$ cat src/rtl/fetch_pkg.sv
// fetch_pkg: shared types and constants for the instruction fetch queue.
// Latency: none; types and constants only.
// Backpressure: none.
package fetch_pkg;

   localparam logic [31:0] INST_BYTES = 32'd4;

   typedef struct packed {
      logic [31:0] inst;
      logic [31:0] pc4;
   } fq_entry_t;

   typedef enum logic {
      RUN   = 1'b0,
      DRAIN = 1'b1
   } fq_state_t;

endpackage

$ cat src/rtl/fq_fifo.sv
// fq_fifo: DEPTH-entry synchronous FIFO of fetch entries with a one-cycle clear.
// Latency: a pushed entry is visible at head the cycle after the push.
// Backpressure: none internally; the caller guarantees no push when full and no pop when empty.
module fq_fifo
   import fetch_pkg::*;
#(
   parameter int DEPTH = 4
)
(
   input  logic                 clk,
   input  logic                 rst,
   input  logic                 clear,
   input  logic                 push,
   input  fq_entry_t            wr_entry,
   input  logic                 pop,
   output fq_entry_t            head,
   output logic [$clog2(DEPTH):0] count
);

   localparam int AW = $clog2(DEPTH);

   fq_entry_t     mem [DEPTH];
   logic [AW-1:0] rd_ptr;
   logic [AW-1:0] wr_ptr;

   // pointers and fill level; clear wins over any same-cycle push or pop
   always_ff @(posedge clk) begin
      if (rst || clear) begin
         rd_ptr <= '0;
         wr_ptr <= '0;
         count  <= '0;
      end else begin
         if (push) wr_ptr <= wr_ptr + 1'b1;
         if (pop)  rd_ptr <= rd_ptr + 1'b1;
         case ({push, pop})
            2'b10:   count <= count + 1'b1;
            2'b01:   count <= count - 1'b1;
            default: count <= count;
         endcase
      end
   end

   // entry storage; contents are don't-care until written
   always_ff @(posedge clk) begin
      if (push && !clear) mem[wr_ptr] <= wr_entry;
   end

   assign head = mem[rd_ptr];

endmodule

$ cat src/rtl/fetch_queue.sv
// fetch_queue: instruction prefetch buffer feeding IF/ID; optional same-cycle bypass under FETCH_QUEUE_BYPASS_EN.
// Latency: a memory response reaches out_valid one cycle after mem_rvalid (zero cycles when bypassing an empty queue).
// Backpressure: hold stalls the head; issue stops once queued plus in-flight words would reach DEPTH.
module fetch_queue
   import fetch_pkg::*;
#(
   parameter int          DEPTH           = 4,
   parameter int          MAX_OUTSTANDING = 2,
   parameter logic [31:0] RESET_PC        = 32'd0
)
(
   input  logic                   clk,
   input  logic                   rst,
   input  logic                   redirect,
   input  logic [31:0]            redirect_pc,
   input  logic                   hold,
   output logic                   out_valid,
   output logic [31:0]            out_inst,
   output logic [31:0]            out_pc4,
   output logic                   mem_req,
   output logic [31:0]            mem_addr,
   input  logic                   mem_gnt,
   input  logic                   mem_rvalid,
   input  logic [31:0]            mem_rdata,
   output logic [$clog2(DEPTH):0] occupancy
);

   localparam int CW = $clog2(DEPTH) + 1;

   fq_state_t   state;
   fq_state_t   state_nxt;
   logic [31:0] fetch_pc;
   logic [31:0] wr_pc;
   logic [CW-1:0] count;
   logic [CW-1:0] outstanding;
   logic [CW-1:0] drop_cnt;
   logic [CW-1:0] rsp_ext;
   logic [CW-1:0] issue_ext;
   logic [CW-1:0] left_after_rsp;
   logic [CW-1:0] drop_left;
   logic          rsp;
   logic          issue;
   logic          push;
   logic          pop;
   fq_entry_t     head;
   fq_entry_t     wr_entry;
`ifdef FETCH_QUEUE_BYPASS_EN
   logic          bypass;
`endif

   // a response only counts when something is actually in flight
   assign rsp            = mem_rvalid && (outstanding != '0);
   assign issue          = mem_req && mem_gnt;
   assign rsp_ext        = {{(CW-1){1'b0}}, rsp};
   assign issue_ext      = {{(CW-1){1'b0}}, issue};
   assign left_after_rsp = outstanding - rsp_ext;
   assign drop_left      = drop_cnt - rsp_ext;
   assign wr_entry       = '{inst: mem_rdata, pc4: wr_pc + INST_BYTES};

   fq_fifo #(.DEPTH(DEPTH)) u_fifo (
      .clk      (clk),
      .rst      (rst),
      .clear    (redirect),
      .push     (push),
      .wr_entry (wr_entry),
      .pop      (pop),
      .head     (head),
      .count    (count)
   );

   // state register
   always_ff @(posedge clk) begin
      if (rst) state <= RUN;
      else     state <= state_nxt;
   end

   // next state: enter DRAIN while stale responses are still owed, leave when the last arrives
   always_comb begin
      state_nxt = state;
      if (redirect) begin
         state_nxt = (left_after_rsp != '0) ? DRAIN : RUN;
      end else if (state == DRAIN && drop_left == '0) begin
         state_nxt = RUN;
      end
   end

   // outputs and queue controls; everything is forced quiet while in reset
   always_comb begin
      mem_req   = 1'b0;
      mem_addr  = '0;
      occupancy = '0;
      out_valid = 1'b0;
      out_inst  = '0;
      out_pc4   = '0;
      push      = 1'b0;
      pop       = 1'b0;
`ifdef FETCH_QUEUE_BYPASS_EN
      bypass    = 1'b0;
`endif
      if (!rst) begin
         // credits cover both queued words and words still in flight, so pushes never overflow
         mem_req   = (state == RUN) && !redirect
                     && ((int'(count) + int'(outstanding)) < DEPTH)
                     && (int'(outstanding) < MAX_OUTSTANDING);
         mem_addr  = fetch_pc;
         occupancy = count;
         pop       = (count != '0) && !hold && !redirect;
`ifdef FETCH_QUEUE_BYPASS_EN
         bypass    = (count == '0) && (state == RUN) && rsp && !redirect;
         // a bypassed word consumed this cycle never needs a slot
         push      = (state == RUN) && rsp && !redirect && !(bypass && !hold);
         out_valid = (count != '0) || bypass;
         if (count != '0) begin
            out_inst = head.inst;
            out_pc4  = head.pc4;
         end else if (bypass) begin
            out_inst = mem_rdata;
            out_pc4  = wr_pc + INST_BYTES;
         end
`else
         push      = (state == RUN) && rsp && !redirect;
         out_valid = (count != '0);
         if (count != '0) begin
            out_inst = head.inst;
            out_pc4  = head.pc4;
         end
`endif
      end
   end

   // fetch/write PCs, in-flight credit count and stale-response counter
   always_ff @(posedge clk) begin
      if (rst) begin
         fetch_pc    <= RESET_PC;
         wr_pc       <= RESET_PC;
         outstanding <= '0;
         drop_cnt    <= '0;
      end else begin
         outstanding <= outstanding + issue_ext - rsp_ext;
         if (redirect) begin
            // in DRAIN outstanding equals drop_cnt, so this also continues the countdown
            fetch_pc <= redirect_pc;
            wr_pc    <= redirect_pc;
            drop_cnt <= left_after_rsp;
         end else begin
            if (issue)                 fetch_pc <= fetch_pc + INST_BYTES;
            if (state == RUN && rsp)   wr_pc    <= wr_pc + INST_BYTES;
            if (state == DRAIN)        drop_cnt <= drop_left;
         end
      end
   end

   // a response with nothing in flight means the memory broke the request/response protocol
   a_rsp_has_credit: assert property (@(posedge clk) disable iff (rst)
      !(mem_rvalid && outstanding == '0));

endmodule

$ cat config.mk
export PLATFORM = sky130hd
export DESIGN_NAME = fetch_queue
export DESIGN_NICKNAME = d
export VERILOG_FILES = /design/src/rtl/fetch_pkg.sv /design/src/rtl/fq_fifo.sv /design/src/rtl/fetch_queue.sv
export SDC_FILE = /design/constraint.sdc
export NUM_CORES = 1
export LEC_CHECK = 0
export BUFFER_PORTS_ARGS = -buffer_cell sky130_fd_sc_hd__buf_2
export CORE_MARGIN = 8
export CORE_UTILIZATION = 30
export CTS_CLUSTER_SIZE = 16
export DETAILED_ROUTE_END_ITERATION = 12
export HOLD_SLACK_MARGIN = 0.03
export MAX_ROUTING_LAYER = met4
export PLACE_DENSITY_LB_ADDON = 0.25
export SYNTH_ARGS = -nofsm -noshare
export SYNTH_HDL_FRONTEND = slang
export SYNTH_HIERARCHICAL = 1
export SYNTH_SLANG_ARGS = --single-unit
$ cat constraint.sdc
create_clock -name clk -period 6.97 [get_ports clk]
set_input_delay 0.697 -clock clk [delete_from_list [all_inputs] [get_ports clk]]
set_output_delay 0.697 -clock clk [all_outputs]
set_load 0.02 [all_outputs]
==> reports/results.tsv, run 1 <==
stage	metric	value	unit
pwr	power_density	267	mW/mm2
yosys	syn_nets	1126	
critical_path	required	6.27	ns
yosys	synth-seq-area-share	62.8	%
yosys	synth_cell_types	56	
floorplanning	core	0.0488	mm2
floorplanning	rows	81	
yosys	async_flop_share	0	%
yosys	netlist.area_leader.share	52.0	%
yosys	synthCells	1038	
yosys	yosysWarnings	6	
critical_path	cp_slowest_stage_delay	0.75	ns
clocking	cts.sinks	336	
yosys	avgSynthCellArea	14.3	um2
detailed_routing	wl_per_cell	18.4	um
sta	setup_viol	0	
clocking	root_buffer	clkbuf_16	
min_path	hold_path.class	in -> reg	
clocking	h-tree-depth	2	
yosys	ys_top_cells_by_area	edfxtp_1 (52%), dfxtp_1 (11%), mux4_2 (9.1%), and2_1 (3.1%), xor2_1 (2.4%)	
clocking	cts_setup_buffers	0	
yosys	synth_ff_type	edfxtp_1	
critical_path	worstSetupPathType	reg -> out	
floorplanning	die-width	238	um
clocking	clock_path_buffers	3	
global_route	grt_pass1_vias	9246	
placement	io_buffers	170	
sta	hold_viol	0	
sta	min_period	3.70	ns
placement	gp_congestion	0.806	
sta	max_freq	0.271	GHz
layout	num-fill-cells	4829	
detailed_routing	vias_per_cell	4.65	
floorplanning	fp.dieH	238	um
global_route	grt_max_degree	79	
pwr	p_leak	6.10	nW
sta	post-route-period-util	53.0	%
clocking	clk_latency	0.54	ns
layout	drive_gt1_share	26.6	%
clocking	hold_buffers	0	
run_status	outcome	finished clean	
yosys	synth-edff-count	256	
layout	final_util	35.7	%
global_route	grt.total_usage	12.5	%
detailed_routing	drtAntennaViolNets	0	
detailed_routing	vias	8778	
sta	setup_tns	0	ns
critical_path	crit_buf_inv	2	
detailed_routing	first_pass_iters	5	
flow_run	maxCapViolCount	0	
clocking	ctsResizeCount	0	
floorplanning	initial_utilization	30.3	%
sta	worstMarginPinSlew	1.07	ns
critical_path	critPathArrivalTime	3.00	ns
yosys	ys_seq_elements	336	
layout	areaGrowthSynthToFinish	18.0	%
critical_path	startpoint_type	flip-flop	
detailed_routing	wirelength	34700	um
critical_path	crit_chain	buf_4, mux4_2, and2_1, buf_2	
sta	clock_skew	0.0179	ns
pwr	vdd_drop_max	0.132	mV
global_route	grt_pass1_wl	54100	um
critical_path	crit_path_max_fanout	39	
clocking	cts.clk_slew.worst_paths	0.06	ns
layout	nets	1283	
placement	place_hpwl	22300	um
yosys	synth_area_leader_cell	edfxtp_1	
sta	slew_headroom	28.8	%
critical_path	cpMaxStageDelayCell	buf_4	
detailed_routing	drt-initial-drc-count	419	
clocking	tritoncts	built	
yosys	syn-cell-area	0.0148	mm2
critical_path	path_delay_family	buffers and inverters	
floorplanning	dieArea	0.0567	mm2
sta	slew_viol_final	0	
global_route	overflow	0	
detailed_routing	drc	0	
sta	grt_setup_unrepaired	no	
global_route	antenna_found_initial	1	
clocking	cts_buffers	38	
critical_path	cp-end-kind	primary output	
floorplanning	pin_count	171	
-- cell families after synthesis --
group,after synthesis,share of synthesized area [%]
compound gates,122,5.46
xor+xnor,68,4.03
fa+ha+maj,18,1.62
buf+inv,89,3.09
flops,336,62.8
mux,71,10.4
simple gates,334,12.6
-- registers in the layout (all words and copies together) (netlist names), named ones only --
| name | cells |
|---|---|
| u_fifo/count | 3 |
| u_fifo/mem | 256 |
| outstanding | 3 |
| fetch_pc | 32 |
| wr_pc | 32 |
| u_fifo/wr_ptr | 2 |
| u_fifo/rd_ptr | 2 |
| drop_cnt | 3 |
| state | 1 |
-- final timing paths --
| kind | from | end | slack [ns] | cells past startpoint |
|---|---|---|---|---|
| setup / recovery | flip-flop | out_pc4[6] | 3.27 | 4 |
| setup reg to reg | outstanding[0]$_SDFF_PP0_ | u_fifo/mem[0][19]$_DFFE_PP_ | 3.73 | 7 |
| hold reg to reg | fetch_pc[1]$_SDFFE_PP0P_ | fetch_pc[1]$_SDFFE_PP0P_ | 0.46 | 2 |
| hold / removal | mem_rdata[9] | u_fifo/mem[1][41]$_DFFE_PP_ | 0.37 | 1 |
-- power by group --
part           internal, W  switching, W
sequential         0.00221     0.0000549
combinational     0.000145      0.000227
clock              0.00122      0.000798
-- per-stage QoR --
stage                     setup slack (ns)  instance area, um2  total power [W]  hold WS [ns]  std cells
after CTS                             3.09               17500          0.00473         0.329       1885
after global placement                3.35               16200          0.00268         0.443       1819
after detailed placement              3.24               16200          0.00269         0.448       1819
after global routing                  3.02               17500          0.00485         0.354       1886
final                                 3.27               17500          0.00466         0.372       1886
after floorplan                       2.98               14800          0.00256         0.432       1038
-- Yosys cell counts (7+ instances only) --
cell	instances
nor3_1	11
nand4_1	25
ha_1	16
nor2_1	57
a21oi_1	27
or3_1	7
a211oi_1	13
nand2_1	60
xor2_1	40
dfxtp_1	80
buf_2	11
edfxtp_1	256
mux4_2	60
or4_1	7
nor2b_1	31
a31oi_1	12
o21ai_0	21
nand3_1	24
xnor2_1	28
nor4_1	8
and3_1	7
o21a_1	14
a21boi_0	12
and2_1	74
inv_1	28
clkbuf_1	35
-- cells in the final DEF (no fill, tap or decap), types with 4 or more instances in the layout --
| cell | n |
|---|---|
| edfxtp_1 | 256 |
| buf_2 | 170 |
| dfxtp_1 | 78 |
| and2_1 | 70 |
| nand2_1 | 60 |
| mux4_2 | 60 |
| nor2_1 | 57 |
| xor2_1 | 40 |
| clkbuf_16 | 39 |
| nor2b_1 | 31 |
| xnor2_1 | 28 |
| inv_1 | 27 |
| a21oi_1 | 27 |
| nand4_1 | 25 |
| nand3_1 | 24 |
| o21ai_0 | 21 |
| ha_1 | 16 |
| o21a_1 | 14 |
| a211oi_1 | 13 |
| a21boi_0 | 12 |
| a31oi_1 | 12 |
| nor3_1 | 11 |
| nor4_1 | 8 |
| clkinv_2 | 8 |
| buf_4 | 8 |
| and3_1 | 7 |
| or4_1 | 7 |
| and4_1 | 6 |
| mux2_2 | 6 |
| or3_1 | 6 |
| clkbuf_1 | 6 |
| bufinv_16 | 5 |
| clkinvlp_4 | 4 |
| mux4_1 | 4 |
| and2_4 | 4 |
-- layer usage --
layer  vias up  part of all wire, %  track usage (%)
met5         -                    0                -
met4         0                  2.0             3.61
met3        50                  4.5             2.32
met2       210                   44             19.0
met1      4296                   49             17.0
li1       4222                    -                -
-- final cells by class --
class                      count  area, um2  area share, %
antenna                        1       2.50         0.0143
clock buffer                  46       1010           5.80
clock inverter                20        241           1.38
inverter                      28        105          0.602
multi-input combinational    613       5060           29.0
sequential                   336       9300           53.3
tap                          664        831           4.76
timing repair buffer         178        911           5.22
Power figures use the tool's default switching activity.
==> run 2, diff against run 1 <==
- clock period: 6.97 -> 3.5 ns (I/O delays scaled with it)
==> reports/results.tsv, run 2 (synthesis results as in run 1) <==
stage	metric	value	unit
sta	slew_viol_final	0	
placement	place_hpwl	25100	um
sta	max_freq	0.342	GHz
sta	hold_viol	0	
min_path	min_from	rst	
layout	final_cell_mix	edfxtp_1 (256), buf_2 (170), dfxtp_1 (78), and2_1 (70)	
floorplanning	dieArea	0.0567	mm2
placement	io_buffers	170	
pwr	p_leak	6.31	nW
pwr	p_comb_share	8.7	%
layout	num-fill-cells	4768	
floorplanning	rows	81	
floorplanning	core	0.0488	mm2
detailed_routing	vias_per_cell	4.70	
global_route	antenna_found_initial	0	
pwr	power_switching	0.00215	W
placement	gp_congestion	0.804	
sta	grt_setup_unrepaired	no	
min_path	hold_path.class	in -> reg	
pwr	power_density	511	mW/mm2
critical_path	r2r_slack	0.58	ns
detailed_routing	wirelength	36300	um
layout	largest_register_ffs	256	
min_path	whs_endpoint	wr_pc[0]$_SDFFE_PP0P_	
layout	reg.largest.list	u_fifo/mem x256, fetch_pc x32, wr_pc x32	
clocking	cts_buffers	38	
sta	worstMarginPinSlew	0.745	ns
layout	antenna_cells	0	
pwr	p_int	0.00702	W
sta	clock_skew	0.0129	ns
sta	post-route-period-util	83.4	%
floorplanning	die-width	238	um
sta	min_period	2.92	ns
layout	drive_gt1_share	26.3	%
detailed_routing	drtAntennaViolNets	0	
global_route	grt_pass1_wl	57200	um
pwr	clkPwrFrac	42.1	%
sta	setup_viol	0	
detailed_routing	drt-initial-drc-count	503	
layout	areaGrowthSynthToFinish	21.4	%
flow_run	maxCapViolCount	0	
clocking	cts.clk_slew.worst_paths	0.06	ns
floorplanning	initial_utilization	30.3	%
clocking	clock_path_buffers	3	
critical_path	startpoint_type	flip-flop	
critical_path	worstSetupPathType	reg -> reg	
global_route	overflow	0	
floorplanning	fp.dieH	238	um
min_path	worstHoldPathCells	2	
clocking	clk_latency	0.54	ns
layout	layout_commonest_cell	edfxtp_1	
critical_path	rr_startpoint	outstanding[0]$_SDFF_PP0_	
critical_path	required	3.98	ns
global_route	grt_max_degree	66	
detailed_routing	drc	0	
layout	nets	1330	
sta	setup_tns	0	ns
detailed_routing	wl_per_cell	18.8	um
pwr	vdd_drop_max	0.232	mV
detailed_routing	vias	9063	
global_route	grt_pass1_vias	9566	
floorplanning	pin_count	171	
run_status	outcome	finished clean	
critical_path	critPathArrivalTime	3.40	ns
clocking	root_buffer	clkbuf_16	
layout	registers.top_by_ff_count	u_fifo/mem	
sta	slew_headroom	50.2	%
pwr	power.total	0.00917	W
critical_path	cp-end-kind	flip-flop	
clocking	tritoncts	built	
clocking	h-tree-depth	2	
clocking	cts.sinks	336	
detailed_routing	first_pass_iters	4	
critical_path	regToRegEndpoint	u_fifo/count[2]$_SDFFE_PP0P_	
critical_path	r2r_cells	10	
global_route	grt.total_usage	13.2	%
critical_path	crit_path_max_fanout	18	
pwr	swShare	23.4	%
pwr	seqPwrFrac	49.3	%
-- run 2: cell types whose count changed in the layout (fill, tap and decap cells not counted), sizes merged --
cell         before  now
clkinvlp          4    2
buf             178  193
inv              29   31
dlygate4sd3       0   32
bufinv            5    3
diode             1    0
-- run 2: layout make-up --
type                       instances  area (um2)  share of cell area [%]
inverter                          28         105                   0.585
clock inverter                    18         191                    1.07
tap                              664         831                    4.63
timing repair buffer             225        1470                    8.18
sequential                       336        9300                    51.8
multi-input combinational        613        5060                    28.2
clock buffer                      46        1010                    5.64
-- run 2: critical path, stage by stage (launching register included) --
cell	delay, ns
dfxtp_1	0.34
o31ai_1	0.59
or2_2	0.44
nor3_1	0.15
inv_1	0.10
ha_1	0.18
inv_1	0.06
fa_1	0.37
xor2_1	0.17
or3_1	0.31
a21oi_1	0.13
-- run 2: repair_timing --
action,CTS,global route
buffers inserted,0,0
endpoints found under the setup margin,0,0
endpoints found under the hold margin,128,0
hold buffers,32,0
resized for setup,0,0
-- run 2: how the worst max path moves through the flow --
| stage | from | slack [ns] | end | depth (start not counted) |
|---|---|---|---|---|
| 2_1_floorplan | outstanding[2]$_SDFF_PP0_ | 0.53 | u_fifo/mem[0][0]$_DFFE_PP_ | 8 |
| 3_3_place_gp | outstanding[0]$_SDFF_PP0_ | 0.62 | u_fifo/count[2]$_SDFFE_PP0P_ | 10 |
| 3_5_place_dp | mem_rvalid | 0.59 | u_fifo/mem[3][50]$_DFFE_PP_ | 8 |
| 4_1_cts | flip-flop | 0.49 | out_inst[23] | 4 |
| 5_1_grt | outstanding[0]$_SDFF_PP0_ | 0.39 | u_fifo/count[2]$_SDFFE_PP0P_ | 10 |
| 6_report | outstanding[0]$_SDFF_PP0_ | 0.58 | u_fifo/count[2]$_SDFFE_PP0P_ | 10 |
-- run 2: power groups by stage --
stage | logic (W) | registers, W | clock network [W]
final | 0.000797 | 0.00452 | 0.00386
after global routing | 0.000909 | 0.00453 | 0.00413
after CTS | 0.000813 | 0.00452 | 0.00399
after detailed placement | 0.000779 | 0.00460 | 0
after global placement | 0.000763 | 0.00460 | 0
after floorplan | 0.000536 | 0.00456 | 0
-- run 2: routing by layer --
metal  global-route usage (%)  wire [um]
met1                     17.9      17400
met2                     20.3      16800
met3                     2.25       1460
met4                     3.65        627
met5                        -          0
-- run 2: metrics by stage --
step,cells,cell area [um2],hold WS (ns),setup slack [ns],util (%)
2_1_floorplan,1038,14800,0.432,0.529,-
3_3_place_gp,1834,16400,0.442,0.620,33.7
3_5_place_dp,1834,16400,0.447,0.589,33.7
4_1_cts,1930,18000,0.0460,0.494,36.8
5_1_grt,1930,18000,0.0727,0.386,36.8
6_report,1930,18000,0.0844,0.579,36.8
